## src/rtl/shiftreg_transfer_controller_if.sv

```systemverilog
// Control/strobe bundle between the transfer controller and its surroundings.
// The controller takes the master modport; the driver side takes the slave modport.
interface shiftreg_transfer_controller_if;
  logic       start;
  logic       abort;
  logic       sr_load;
  logic       sr_shift;
  logic       sclk;
  logic       cs_n;
  logic       busy;
  logic       done;
  logic [5:0] bit_count;

  modport master (
    input  start, abort,
    output sr_load, sr_shift, sclk, cs_n, busy, done, bit_count
  );

  modport slave (
    output start, abort,
    input  sr_load, sr_shift, sclk, cs_n, busy, done, bit_count
  );
endinterface

```

## src/rtl/shiftreg_transfer_controller.sv

```systemverilog
// SPI-mode-0 style sequencer for a parallel-load / serial-shift register:
// one load strobe, CS setup, WIDTH divided sclk periods with a shift strobe each, CS hold, done.
module shiftreg_transfer_controller #(
  parameter int unsigned WIDTH    = 8,
  parameter int unsigned CLK_DIV  = 4,
  parameter int unsigned CS_SETUP = 2
) (
  input  logic                                clk_i,
  input  logic                                rst_i,
  shiftreg_transfer_controller_if.master      xfer_io
);

  localparam int unsigned CntMax = (CLK_DIV > CS_SETUP) ? CLK_DIV : CS_SETUP;
  localparam int unsigned CntW   = (CntMax > 1) ? $clog2(CntMax) : 1;

  localparam logic [CntW-1:0] DivLast   = CntW'(CLK_DIV - 1);
  localparam logic [CntW-1:0] SetupLast = CntW'(CS_SETUP - 1);
  localparam logic [CntW-1:0] CntOne    = CntW'(1);
  localparam logic [5:0]      WidthVal  = 6'(WIDTH);

  typedef enum logic [2:0] {StIdle, StSetup, StLow, StHigh, StHold} state_e;

  state_e          state_q;
  logic [CntW-1:0] cnt_q;
  logic [5:0]      bit_count_q;
  logic            sr_load_q;
  logic            sr_shift_q;
  logic            sclk_q;
  logic            cs_n_q;
  logic            busy_q;
  logic            done_q;

  always_ff @(posedge clk_i or posedge rst_i) begin
    if (rst_i) begin
      state_q     <= StIdle;
      cnt_q       <= '0;
      bit_count_q <= '0;
      sr_load_q   <= 1'b0;
      sr_shift_q  <= 1'b0;
      sclk_q      <= 1'b0;
      cs_n_q      <= 1'b1;
      busy_q      <= 1'b0;
      done_q      <= 1'b0;
    end else begin
      sr_load_q  <= 1'b0;
      sr_shift_q <= 1'b0;
      done_q     <= 1'b0;
      if (xfer_io.abort && (state_q != StIdle)) begin
        // Shift strobe defaulted low above, so a pending strobe is dropped here.
        state_q <= StIdle;
        sclk_q  <= 1'b0;
        cs_n_q  <= 1'b1;
        busy_q  <= 1'b0;
      end else begin
        unique case (state_q)
          StIdle: begin
            if (xfer_io.start) begin
              state_q     <= StSetup;
              cnt_q       <= SetupLast;
              bit_count_q <= '0;
              sr_load_q   <= 1'b1;
              cs_n_q      <= 1'b0;
              busy_q      <= 1'b1;
            end
          end
          StSetup: begin
            if (cnt_q == '0) begin
              state_q <= StLow;
              cnt_q   <= DivLast;
            end else begin
              cnt_q <= cnt_q - CntOne;
            end
          end
          StLow: begin
            if (cnt_q == '0) begin
              state_q <= StHigh;
              sclk_q  <= 1'b1;
              cnt_q   <= DivLast;
              // With a one-cycle high phase the first high cycle is also the last.
              if (CLK_DIV == 1) begin
                sr_shift_q  <= 1'b1;
                bit_count_q <= bit_count_q + 6'd1;
              end
            end else begin
              cnt_q <= cnt_q - CntOne;
            end
          end
          StHigh: begin
            if (cnt_q == '0) begin
              sclk_q <= 1'b0;
              if (bit_count_q >= WidthVal) begin
                state_q <= StHold;
                cnt_q   <= SetupLast;
              end else begin
                state_q <= StLow;
                cnt_q   <= DivLast;
              end
            end else begin
              cnt_q <= cnt_q - CntOne;
              if (cnt_q == CntOne) begin
                sr_shift_q  <= 1'b1;
                bit_count_q <= bit_count_q + 6'd1;
              end
            end
          end
          StHold: begin
            if (cnt_q == '0) begin
              state_q <= StIdle;
              cs_n_q  <= 1'b1;
              busy_q  <= 1'b0;
              done_q  <= 1'b1;
            end else begin
              cnt_q <= cnt_q - CntOne;
            end
          end
          default: begin
            state_q <= StIdle;
            sclk_q  <= 1'b0;
            cs_n_q  <= 1'b1;
            busy_q  <= 1'b0;
          end
        endcase
      end
    end
  end

  assign xfer_io.sr_load   = sr_load_q;
  assign xfer_io.sr_shift  = sr_shift_q;
  assign xfer_io.sclk      = sclk_q;
  assign xfer_io.cs_n      = cs_n_q;
  assign xfer_io.busy      = busy_q;
  assign xfer_io.done      = done_q;
  assign xfer_io.bit_count = bit_count_q;

endmodule

```

## src/flat_wrapper.sv

```systemverilog
// flat-port wrapper written by rule: the top's interface ports become plain ports
module shiftreg_transfer_controller_flat 
#(
  parameter int unsigned WIDTH    = 8,
  parameter int unsigned CLK_DIV  = 4,
  parameter int unsigned CS_SETUP = 2
)
  (clk_i, rst_i, xfer_io_start, xfer_io_abort, xfer_io_sr_load, xfer_io_sr_shift, xfer_io_sclk, xfer_io_cs_n, xfer_io_busy, xfer_io_done, xfer_io_bit_count);
  shiftreg_transfer_controller_if xfer_io_i ();
  input  logic clk_i;
  input  logic rst_i;
  input wire logic [$bits(xfer_io_i.start)-1:0] xfer_io_start;
  input wire logic [$bits(xfer_io_i.abort)-1:0] xfer_io_abort;
  output wire logic [$bits(xfer_io_i.sr_load)-1:0] xfer_io_sr_load;
  output wire logic [$bits(xfer_io_i.sr_shift)-1:0] xfer_io_sr_shift;
  output wire logic [$bits(xfer_io_i.sclk)-1:0] xfer_io_sclk;
  output wire logic [$bits(xfer_io_i.cs_n)-1:0] xfer_io_cs_n;
  output wire logic [$bits(xfer_io_i.busy)-1:0] xfer_io_busy;
  output wire logic [$bits(xfer_io_i.done)-1:0] xfer_io_done;
  output wire logic [$bits(xfer_io_i.bit_count)-1:0] xfer_io_bit_count;
  assign xfer_io_i.start = xfer_io_start;
  assign xfer_io_i.abort = xfer_io_abort;
  assign xfer_io_sr_load = xfer_io_i.sr_load;
  assign xfer_io_sr_shift = xfer_io_i.sr_shift;
  assign xfer_io_sclk = xfer_io_i.sclk;
  assign xfer_io_cs_n = xfer_io_i.cs_n;
  assign xfer_io_busy = xfer_io_i.busy;
  assign xfer_io_done = xfer_io_i.done;
  assign xfer_io_bit_count = xfer_io_i.bit_count;
  shiftreg_transfer_controller #(.WIDTH(WIDTH), .CLK_DIV(CLK_DIV), .CS_SETUP(CS_SETUP)) u_core (.clk_i(clk_i), .rst_i(rst_i), .xfer_io(xfer_io_i));
endmodule
```

## config.mk

```make
export PLATFORM = sky130hd
export DESIGN_NAME = shiftreg_transfer_controller_flat
export DESIGN_NICKNAME = d
export VERILOG_FILES = /design/src/rtl/shiftreg_transfer_controller_if.sv /design/src/rtl/shiftreg_transfer_controller.sv /design/src/flat_wrapper.sv
export SDC_FILE = /design/constraint.sdc
export NUM_CORES = 1
export LEC_CHECK = 0
export ABC_AREA = 1
export BUFFER_PORTS_ARGS = -buffer_cell sky130_fd_sc_hd__buf_2
export CAP_MARGIN = 0
export CORE_UTILIZATION = 45
export DETAILED_ROUTE_END_ITERATION = 12
export PLACE_DENSITY_LB_ADDON = 0.15
export SETUP_SLACK_MARGIN = 0.1
export SLEW_MARGIN = 15
export SYNTH_ARGS = -nofsm -noshare
export SYNTH_HDL_FRONTEND = slang
export SYNTH_SLANG_ARGS = --single-unit
```

## constraint.sdc

```tcl
create_clock -name clk_i -period 1.7 [get_ports clk_i]
set_input_delay 0.34 -clock clk_i [delete_from_list [all_inputs] [get_ports clk_i]]
set_output_delay 0.34 -clock clk_i [all_outputs]
set_load 0.01 [all_outputs]
```

==> results of run 1 <==
-- where the power goes --
group          switching (µW)  total, µW  internal, µW
clock network             131        219          87.6
registers                93.2        603           509
logic                     581        892           312
total                     805       1710           908
-- cells in the final DEF (no fill, tap or decap), types with 2 or more instances in the layout --
| master | instances |
|---|---|
| nand2_1 | 33 |
| inv_1 | 19 |
| dfrtp_1 | 16 |
| buf_2 | 15 |
| nand3_1 | 13 |
| nor2_1 | 11 |
| o21ai_0 | 7 |
| o21ai_2 | 6 |
| inv_2 | 4 |
| nand4_1 | 4 |
| nand2_4 | 4 |
| ha_1 | 4 |
| a21oi_1 | 3 |
| clkbuf_4 | 3 |
| nand2_2 | 2 |
| nor3_1 | 2 |
-- critical path: stages (launching register included) --
cell and delay [ns]:
dfrtp_1 0.39, inv_1 0.07, ha_1 0.23, inv_2 0.12, nand4_1 0.10, nand2_1 0.12, nand2_4 0.13, nand2_1 0.10
o21ai_2 0.05
-- worst max-delay path by stage --
stage | startpoint | endpoint | slack [ns] | cells past startpoint
after floorplan | u_core.cnt_q[0]$_DFFE_PP0P_ | u_core.xfer_io.bit_count[2]$_DFFE_PP0P_ | 0.30 | 9
final | u_core.cnt_q[0]$_DFFE_PP0P_ | u_core.xfer_io.bit_count[2]$_DFFE_PP0P_ | 0.29 | 8
after detailed placement | u_core.cnt_q[0]$_DFFE_PP0P_ | u_core.xfer_io.bit_count[2]$_DFFE_PP0P_ | 0.16 | 8
after global routing | u_core.cnt_q[0]$_DFFE_PP0P_ | u_core.xfer_io.bit_count[2]$_DFFE_PP0P_ | 0.12 | 8
after CTS | u_core.cnt_q[0]$_DFFE_PP0P_ | u_core.xfer_io.bit_count[2]$_DFFE_PP0P_ | 0.13 | 8
after global placement | u_core.cnt_q[0]$_DFFE_PP0P_ | u_core.xfer_io.bit_count[2]$_DFFE_PP0P_ | 0.25 | 8
-- cells by family (layout without fill, tap and decap cells) --
group	after synthesis	after routing	share of synthesized area (%)
AND/OR/NAND/NOR	74	74	34.4
AO/OA/AOI/OAI	19	19	11.8
buffers and inverters	24	43	9.14
flip-flops	17	17	40.0
adder cells (fa/ha/maj)	4	4	4.69
-- registers in the layout (all words and copies together) (netlist names) --
name / count
u_core.xfer_io.busy: 1
u_core.state_q: 3
u_core.xfer_io.bit_count: 6
u_core.xfer_io.sr_load: 1
u_core.xfer_io.sclk: 1
u_core.cnt_q: 2
u_core.xfer_io.cs_n: 1
u_core.xfer_io.done: 1
u_core.xfer_io.sr_shift: 1
-- metrics by stage --
stage | total power, µW | worst slack (ns)
6_report | 1710 | 0.290
5_1_grt | 1890 | 0.121
4_1_cts | 1720 | 0.132
3_5_place_dp | 1490 | 0.160
3_3_place_gp | 1480 | 0.248
2_1_floorplan | 1300 | 0.299
-- routing by layer --
| metal | up-vias | GRT usage (%) |
|---|---|---|
| met5 | - | 0 |
| met4 | 0 | 11.1 |
| met3 | 6 | 3.94 |
| met2 | 19 | 29.6 |
| met1 | 418 | 24.4 |
| li1 | 484 | - |
-- final cells by class --
| cell class | instances | share of cell area (%) |
|---|---|---|
| Sequential cell | 17 | 35.4 |
| Tap cell | 28 | 2.90 |
| Multi-Input combinational cell | 97 | 45.4 |
| Clock buffer | 3 | 1.87 |
| Clock inverter | 1 | 0.415 |
| Timing Repair Buffer | 16 | 6.85 |
| Inverter | 23 | 7.16 |
==> results.cfg, run 1 <==
[yosys]
synth-edff-count = 0
ys_ff_latch = 17
synth_area_leaders = dfrtp_1 38%, nand2_1 12%, inv_1 6.7%
yosysWarningCount = 0
syn_area_um2 = 1070
synthArstFlopShare_pct = 100
syn_avg_cell_area_um2 = 7.73
yosysTopAreaCell = dfrtp_1
syn_inst = 138
ys_types = 25
synth_common_cells = 33 x nand2_1, 19 x inv_1, 16 x dfrtp_1
synth.most_common_cell = nand2_1
synth_top_area_share_pct = 37.5
synth_flop_cell = dfrtp_1
syn-num-nets = 146
yosysSeqAreaShare_pct = 40.0

[placed_design]
port_buffers = 15
gp_congestion = 0.908
dp_cells = 181
placed_cell_area_um2 = 1170
dp_hpwl_mm = 1.62

[clock_network]
cts_tree = yes
post-cts-setup-buffer-count = 0
clkTransAtPathRegs_ns = 0.10
cts_buffers = 3
htreeDepth = 1
cts_resized = 0
clockRootBuffer = clkbuf_4
cts_sinks = 17
hold_buffers = 0
clk_latency_ns = 0.29
clockBufferDepth = 2

[cells_and_area]
design_area_um2 = 1210
layout-drive-gt1-share_pct = 26.1
postLayoutCoreUtil_pct = 54.0
final_cells = 185
nNetsFinal = 166
area_growth_pct = 13.0
insertedDiodeCount = 0
fillers = 223
ff_latch_area_um2 = 427
multiInputGateArea_um2 = 548

[setup_path]
r2r_cells = 8
r2r_start = u_core.cnt_q[0]$_DFFE_PP0P_
arrival_ns = 1.60
crit_fanout = 12
reg2reg_slack_ns = 0.29
reg2reg_to = u_core.xfer_io.bit_count[2]$_DFFE_PP0P_
cp-start-kind = register
crit_type = reg -> reg
required_ns = 1.89
end_kind = register

[floorplan]
die_x_um = 50.7
chipHeight_um = 50.7
dieArea_um2 = 2570
pin_count = 16
rows = 17
initial_core_util_pct = 47.8
core_area_um2 = 2230

[detailed_routing]
num_vias = 927
dr_wl_met3_um = 69
drc = 0
via_per_inst = 5.01
wl_met1_um = 971
detail-route-antenna-nets = 0
wire_per_inst_um = 11.0
wl_mm = 2.03
met2_length_um = 924
dr.pass1.iters = 4
drt_iter0_markers = 17
routed.top_layer = met4

[timing]
fmax_mhz = 709
period_needed_ns = 1.41
setup_tns_ns = 0
hold_viol = 0
finalSetupViolations = 0
rsz0062_at_grt = false
finalCritPeriodShare_pct = 82.9
whs_ns = 0.108
max-slew-margin-rel_pct = 58.1
slew_violations = 0
worst_pin_slew_ns = 0.627
skew_ns = 0.00450

[grt]
grt_pass1_wl_mm = 3.59
grt_max_degree = 18
grt_usage_pct = 19.1
antenna_found_initial = 0
grt_pass1_vias = 845
grt_overflow_total = 0

[hold_path]
hold_class = in -> async

[status]
status = complete, no violations

[power]
power_density_nw_per_um2 = 1420
cellLeakagePower_uw = 0.000658
ir_worst_vdd_v = 0.000708

[job]
cap_violations = 0
(Power assumes the default switching activity.)
==> run 2, diff against run 1 <==
Clock period 1.7 ns to 1.3 ns, I/O delays scaled along.
==> run 2 against run 1 <==
The run now ends with negative setup slack left. Sequential share of layout area is 10 points lower. Routed wire length rose by 63%. Non-clock buffer count grew 31. Critical path type unchanged.
==> results.cfg, run 2 (synthesized netlist as in run 1, its figures left out) <==
[cells_and_area]
final_common_cell = buf_4
insertedDiodeCount = 0
largest_reg_flops = 6
area_growth_pct = 59.3
nNetsFinal = 198
fillers = 157
design_area_um2 = 1700
layout-drive-gt1-share_pct = 58.2
layout.cells.most_common_list = 25 x buf_4, 22 x nand2_1, 15 x inv_1

[timing]
setup_tns_ns = -0.419
fmax_mhz = 716
worst_slack_ns = -0.0971
max-slew-margin-rel_pct = 70.3
slew_violations = 0
hold_viol = 0
rsz0062_at_grt = true
finalSetupViolations = 11
worst_pin_slew_ns = 0.445
period_needed_ns = 1.40
finalCritPeriodShare_pct = 107
skew_ns = 0.00240

[detailed_routing]
dr.pass1.iters = 4
drt_iter0_markers = 27
via_per_inst = 5.27
num_vias = 1144
drc = 0
wl_mm = 3.31
detail-route-antenna-nets = 0
wire_per_inst_um = 15.2

[placed_design]
dp_hpwl_mm = 2.04
gp_congestion = 0.948
port_buffers = 15
dp_slack_ns = -0.0967
placed_cell_area_um2 = 1330

[setup_path]
r2r_start = u_core.state_q[1]$_DFFE_PP0P_
crit_cells = 5
end_kind = register
cp-start-kind = register
arrival_ns = 1.66
crit_fanout = 3
crit_path_cell_trace = buf_6 > buf_4 > o2111ai_1 > nand3_2 > nand2_2
endpoint = u_core.state_q[0]$_DFFE_PP0P_
critPathSlowestCell = dfrtp_1
critPathBufInv = 2
required_ns = 1.56
reg2reg_slack_ns = -0.1
r2r_cells = 5
reg2reg_to = u_core.state_q[0]$_DFFE_PP0P_
slowest_delay_ns = 0.43
cp-startpoint = u_core.state_q[1]$_DFFE_PP0P_
crit_type = reg -> reg
cp_top_family = flip-flops

[power]
power.net_switching_uw = 1670
combinationalPowerShare_pct = 69.4
ir_worst_vdd_v = 0.00119
p_clk_share_pct = 8.9
cellLeakagePower_uw = 0.000866
total_power_uw = 3530
internal_power_uw = 1860
seq_power_share_pct = 21.7
power_density_nw_per_um2 = 2080
p_sw_share_pct = 47.4

[grt]
grt_pass1_vias = 1085
grt_max_degree = 13
grt_usage_pct = 25.0
grt_overflow_total = 0
antenna_found_initial = 0
grt_pass1_wl_mm = 4.73

[hold_path]
hold_class = in -> reg

[floorplan]
rows = 17
core_area_um2 = 2230
chipHeight_um = 50.7
dieArea_um2 = 2570
pin_count = 16
initial_core_util_pct = 47.8
die_x_um = 50.7

[status]
violations = negative setup slack
status = finished, violations left

[clock_network]
cts_sinks = 17
cts_tree = yes
clockBufferDepth = 2
clk_latency_ns = 0.32
htreeDepth = 1
clockRootBuffer = clkbuf_4
clkTransAtPathRegs_ns = 0.11
cts_buffers = 3

[job]
cap_violations = 0
## run 2: cell types whose count changed in the layout (fill, tap and decap cells not counted), moves of 4 or more
cell	delta
nand2_2	+4
nand3_2	+4
nor2_4	+4
buf_4	+24
buf_6	+10
nor2_2	+4
inv_1	-4
nand2_4	+7
nand3_1	-6
nor2_1	-8
o21ai_0	-4
buf_2	-4
nand2_1	-11
## run 2: worst min-delay path by stage
| stage | startpoint | to | slack, ns | cells after the start |
|---|---|---|---|---|
| 3_3_place_gp | rst_i | u_core.xfer_io.sr_load$_DFF_PP0_ | 0.24 | 2 |
| 4_1_cts | xfer_io_abort | u_core.xfer_io.done$_DFF_PP0_ | 0.24 | 2 |
| 5_1_grt | xfer_io_abort | u_core.xfer_io.done$_DFF_PP0_ | 0.25 | 2 |
| 6_report | xfer_io_start | u_core.xfer_io.sr_load$_DFF_PP0_ | 0.24 | 3 |
| 3_5_place_dp | rst_i | u_core.xfer_io.sr_load$_DFF_PP0_ | 0.24 | 2 |
| 2_1_floorplan | rst_i | u_core.cnt_q[0]$_DFFE_PP0P_ | 0.19 | 1 |
## run 2: routing by layer
layer | vias to the layer above | global-route usage, % | routed length, µm
met5 | - | 0 | 0
met2 | 36 | 43.1 | 1780
met4 | 0 | 10.6 | 58
li1 | 548 | - | -
met3 | 7 | 3.03 | 131
met1 | 553 | 31.0 | 1340
## run 2: layout make-up
class,instances,area [µm²],share of cell area (%)
Sequential cell,17,430,25.3
Clock inverter,1,5.00,0.294
Timing Repair Buffer,47,365,21.5
Tap cell,28,35.0,2.06
Inverter,23,96.3,5.67
Clock buffer,3,22.5,1.32
Multi-Input combinational cell,98,746,43.9
## run 2: power groups by stage
stage / sequential (µW) / clock, µW / combinational, µW
after global placement: 752 / 0 / 1550
after CTS: 764 / 303 / 1920
final: 766 / 315 / 2450
after detailed placement: 762 / 0 / 1580
after floorplan: 815 / 0 / 966
after global routing: 779 / 338 / 2630
## run 2: repair_timing
item                                   in CTS  in global routing
endpoints found under the hold margin       7                  0
cloned                                      0                  1
pin swaps                                   6                 25
hold buffers                                1                  0
gates resized for setup                    26                 39
buffers inserted                            9                  5
setup endpoints to repair                  18                 22
## run 2: worst reg2reg max path, delay by kind of cell, from the launching register on
kind                   cells  cell delay, ns
and+or+nand+nor            2            0.23
AOI/OAI and AO/OA          1            0.39
buffers and inverters      2            0.29
DFF                        1            0.43
## run 2: stage by stage
stage	utilization [%]	instances	hold slack, ns
after global routing	76.1	217	0.249
after floorplan	-	138	0.185
after detailed placement	59.4	198	0.241
after CTS	67.5	211	0.236
after global placement	59.4	198	0.236
final	76.1	217	0.238
==> run 3, diff against run 2 <==
Settings changed: PLACE_DENSITY_LB_ADDON 0.15 to 0.3.
==> run 3 against run 2 <==
The flow still finishes with violations (negative setup slack). Combinational power shrank 8%. Non-clock buffer count is the same. Cell area shrank 2.9%. Core utilization shrank 2.2 points. Via count shrank 3.1%. Clock skew grew 0.0060 ns. Clock power shrank 3%. Sequential share of layout area grew 0.62 points. Register-to-register slack gained 0.08 ns. Global-route usage shrank 0.14 points. Die area is the same. Routed wire length shrank 16%.
==> results.cfg, run 3 (synthesized netlist as in run 1, its figures left out) <==
[clock_network]
clk_latency_ns = 0.30
cts_sinks = 17
cts_buffers = 3
cts_tree = yes
clkTransAtPathRegs_ns = 0.11
clockRootBuffer = clkbuf_4
htreeDepth = 1
clockBufferDepth = 2

[detailed_routing]
dr.pass1.iters = 4
wl_mm = 2.78
via_per_inst = 5.11
detail-route-antenna-nets = 0
wire_per_inst_um = 12.8
num_vias = 1108
drc = 0
drt_iter0_markers = 8

[setup_path]
cp-start-kind = register
reg2reg_slack_ns = -0.02
critPathSlowestCell = dfrtp_1
crit_cells = 8
r2r_cells = 8
critPathBufInv = 3
slowest_delay_ns = 0.43
required_ns = 1.54
reg2reg_to = u_core.xfer_io.bit_count[1]$_DFFE_PP0P_
end_kind = register
cp-startpoint = u_core.state_q[1]$_DFFE_PP0P_
crit_type = reg -> reg
cp_top_family = flip-flops
endpoint = u_core.xfer_io.bit_count[1]$_DFFE_PP0P_
arrival_ns = 1.56
crit_top_cell = buf_6
crit_path_cell_trace = buf_6 > buf_6 > buf_6 > nand4_1 > nand2_2 > nand2_4 > nand2_2 > o21ai_2
r2r_start = u_core.state_q[1]$_DFFE_PP0P_
crit_fanout = 6

[job]
cap_violations = 0

[power]
cellLeakagePower_uw = 0.000847
ir_worst_vdd_v = 0.00119
power_density_nw_per_um2 = 2020

[placed_design]
gp_congestion = 0.938
port_buffers = 15
dp_hpwl_mm = 1.84

[grt]
grt_usage_pct = 24.8
grt_overflow_total = 0
antenna_found_initial = 0
grt_max_degree = 18
grt_pass1_vias = 1116
grt_pass1_wl_mm = 4.69

[floorplan]
rows = 17
dieArea_um2 = 2570
chipHeight_um = 50.7
die_x_um = 50.7
core_area_um2 = 2230
initial_core_util_pct = 47.8
pin_count = 16

[timing]
finalCritPeriodShare_pct = 101
worst_pin_slew_ns = 0.278
fmax_mhz = 759
hold_viol = 0
whs_ns = 0.238
finalSetupViolations = 6
slew_violations = 0
worst_slack_ns = -0.0169
skew_ns = 0.00843
period_needed_ns = 1.32
max-slew-margin-rel_pct = 81.4
rsz0062_at_grt = true

[cells_and_area]
insertedDiodeCount = 0
final_common_cell = nand2_1
area_growth_pct = 54.6
largest_reg_flops = 6
layout.cells.most_common_list = 25 x nand2_1, 18 x buf_4, 15 x inv_1, 15 x buf_6, 15 x dfrtp_1
postLayoutCoreUtil_pct = 73.9
nNetsFinal = 198
layout-drive-gt1-share_pct = 52.4

[status]
status = finished, violations left
violations = negative setup slack

[hold_path]
hold_class = in -> reg
## run 3: final cells by class
cell class                 instances  area, µm²
fill                             178        583
clock inverter                     1       7.51
sequential                        17        428
timing repair buffer              47        394
inverter                          23       98.8
tap                               28       35.0
multi-input combinational         98        664
clock buffer                       3       22.5
## run 3: where the power goes
group | internal [µW] | switching (µW)
registers | 667 | 94.5
clock network | 117 | 190
logic | 1090 | 1170
total | 1870 | 1460
## run 3: how the worst min path moves through the flow
| stage | startpoint | end | slack (ns) | cells after the start |
|---|---|---|---|---|
| after detailed placement | rst_i | u_core.xfer_io.done$_DFF_PP0_ | 0.29 | 3 |
| after floorplan | rst_i | u_core.cnt_q[0]$_DFFE_PP0P_ | 0.19 | 1 |
| after CTS | xfer_io_abort | u_core.xfer_io.done$_DFF_PP0_ | 0.23 | 2 |
| after global placement | rst_i | u_core.xfer_io.bit_count[3]$_DFFE_PP0P_ | 0.28 | 3 |
| final | xfer_io_abort | u_core.xfer_io.done$_DFF_PP0_ | 0.24 | 2 |
| after global routing | xfer_io_abort | u_core.xfer_io.done$_DFF_PP0_ | 0.23 | 2 |
## run 3: stage by stage
| step | total power [µW] | instance area [µm²] | setup WS (ns) | TNS (ns) | cells |
|---|---|---|---|---|---|
| floorplan | 1780 | 1090 | -0.000672 | -0.00123 | 138 |
| global placement | 2360 | 1350 | -0.0297 | -0.136 | 200 |
| detailed placement | 2390 | 1350 | -0.121 | -0.651 | 200 |
| CTS | 3050 | 1540 | 0.0270 | 0 | 211 |
| global route | 3580 | 1650 | -0.0856 | -0.823 | 217 |
| finish | 3330 | 1650 | -0.0169 | -0.0394 | 217 |
## run 3: worst register-to-register path, delay by kind of cell, from the launching register on
| kind | cells | cell delay (ns) |
|---|---|---|
| DFF | 1 | 0.43 |
| and+or+nand+nor | 4 | 0.42 |
| buffers and inverters | 3 | 0.36 |
| AOI/OAI and AO/OA | 1 | 0.05 |
## run 3: what timing repair did
| action | in CTS | in global routing |
|---|---|---|
| buffers inserted | 5 | 6 |
| pin swaps | 14 | 24 |
| endpoints found under the hold margin | 16 | 0 |
| resized for setup | 30 | 22 |
| gates cloned | 1 | 0 |
| hold buffers | 1 | 0 |
| endpoints found under the setup margin | 19 | 21 |
## run 3: layer usage
| metal | vias up | share of wire, % | global-route usage [%] |
|---|---|---|---|
| li1 | 549 | - | - |
| met1 | 521 | 43 | 29.3 |
| met2 | 28 | 50 | 42.7 |
| met3 | 10 | 3.2 | 3.33 |
| met4 | 0 | 3.3 | 14.4 |
| met5 | - | 0 | 0 |
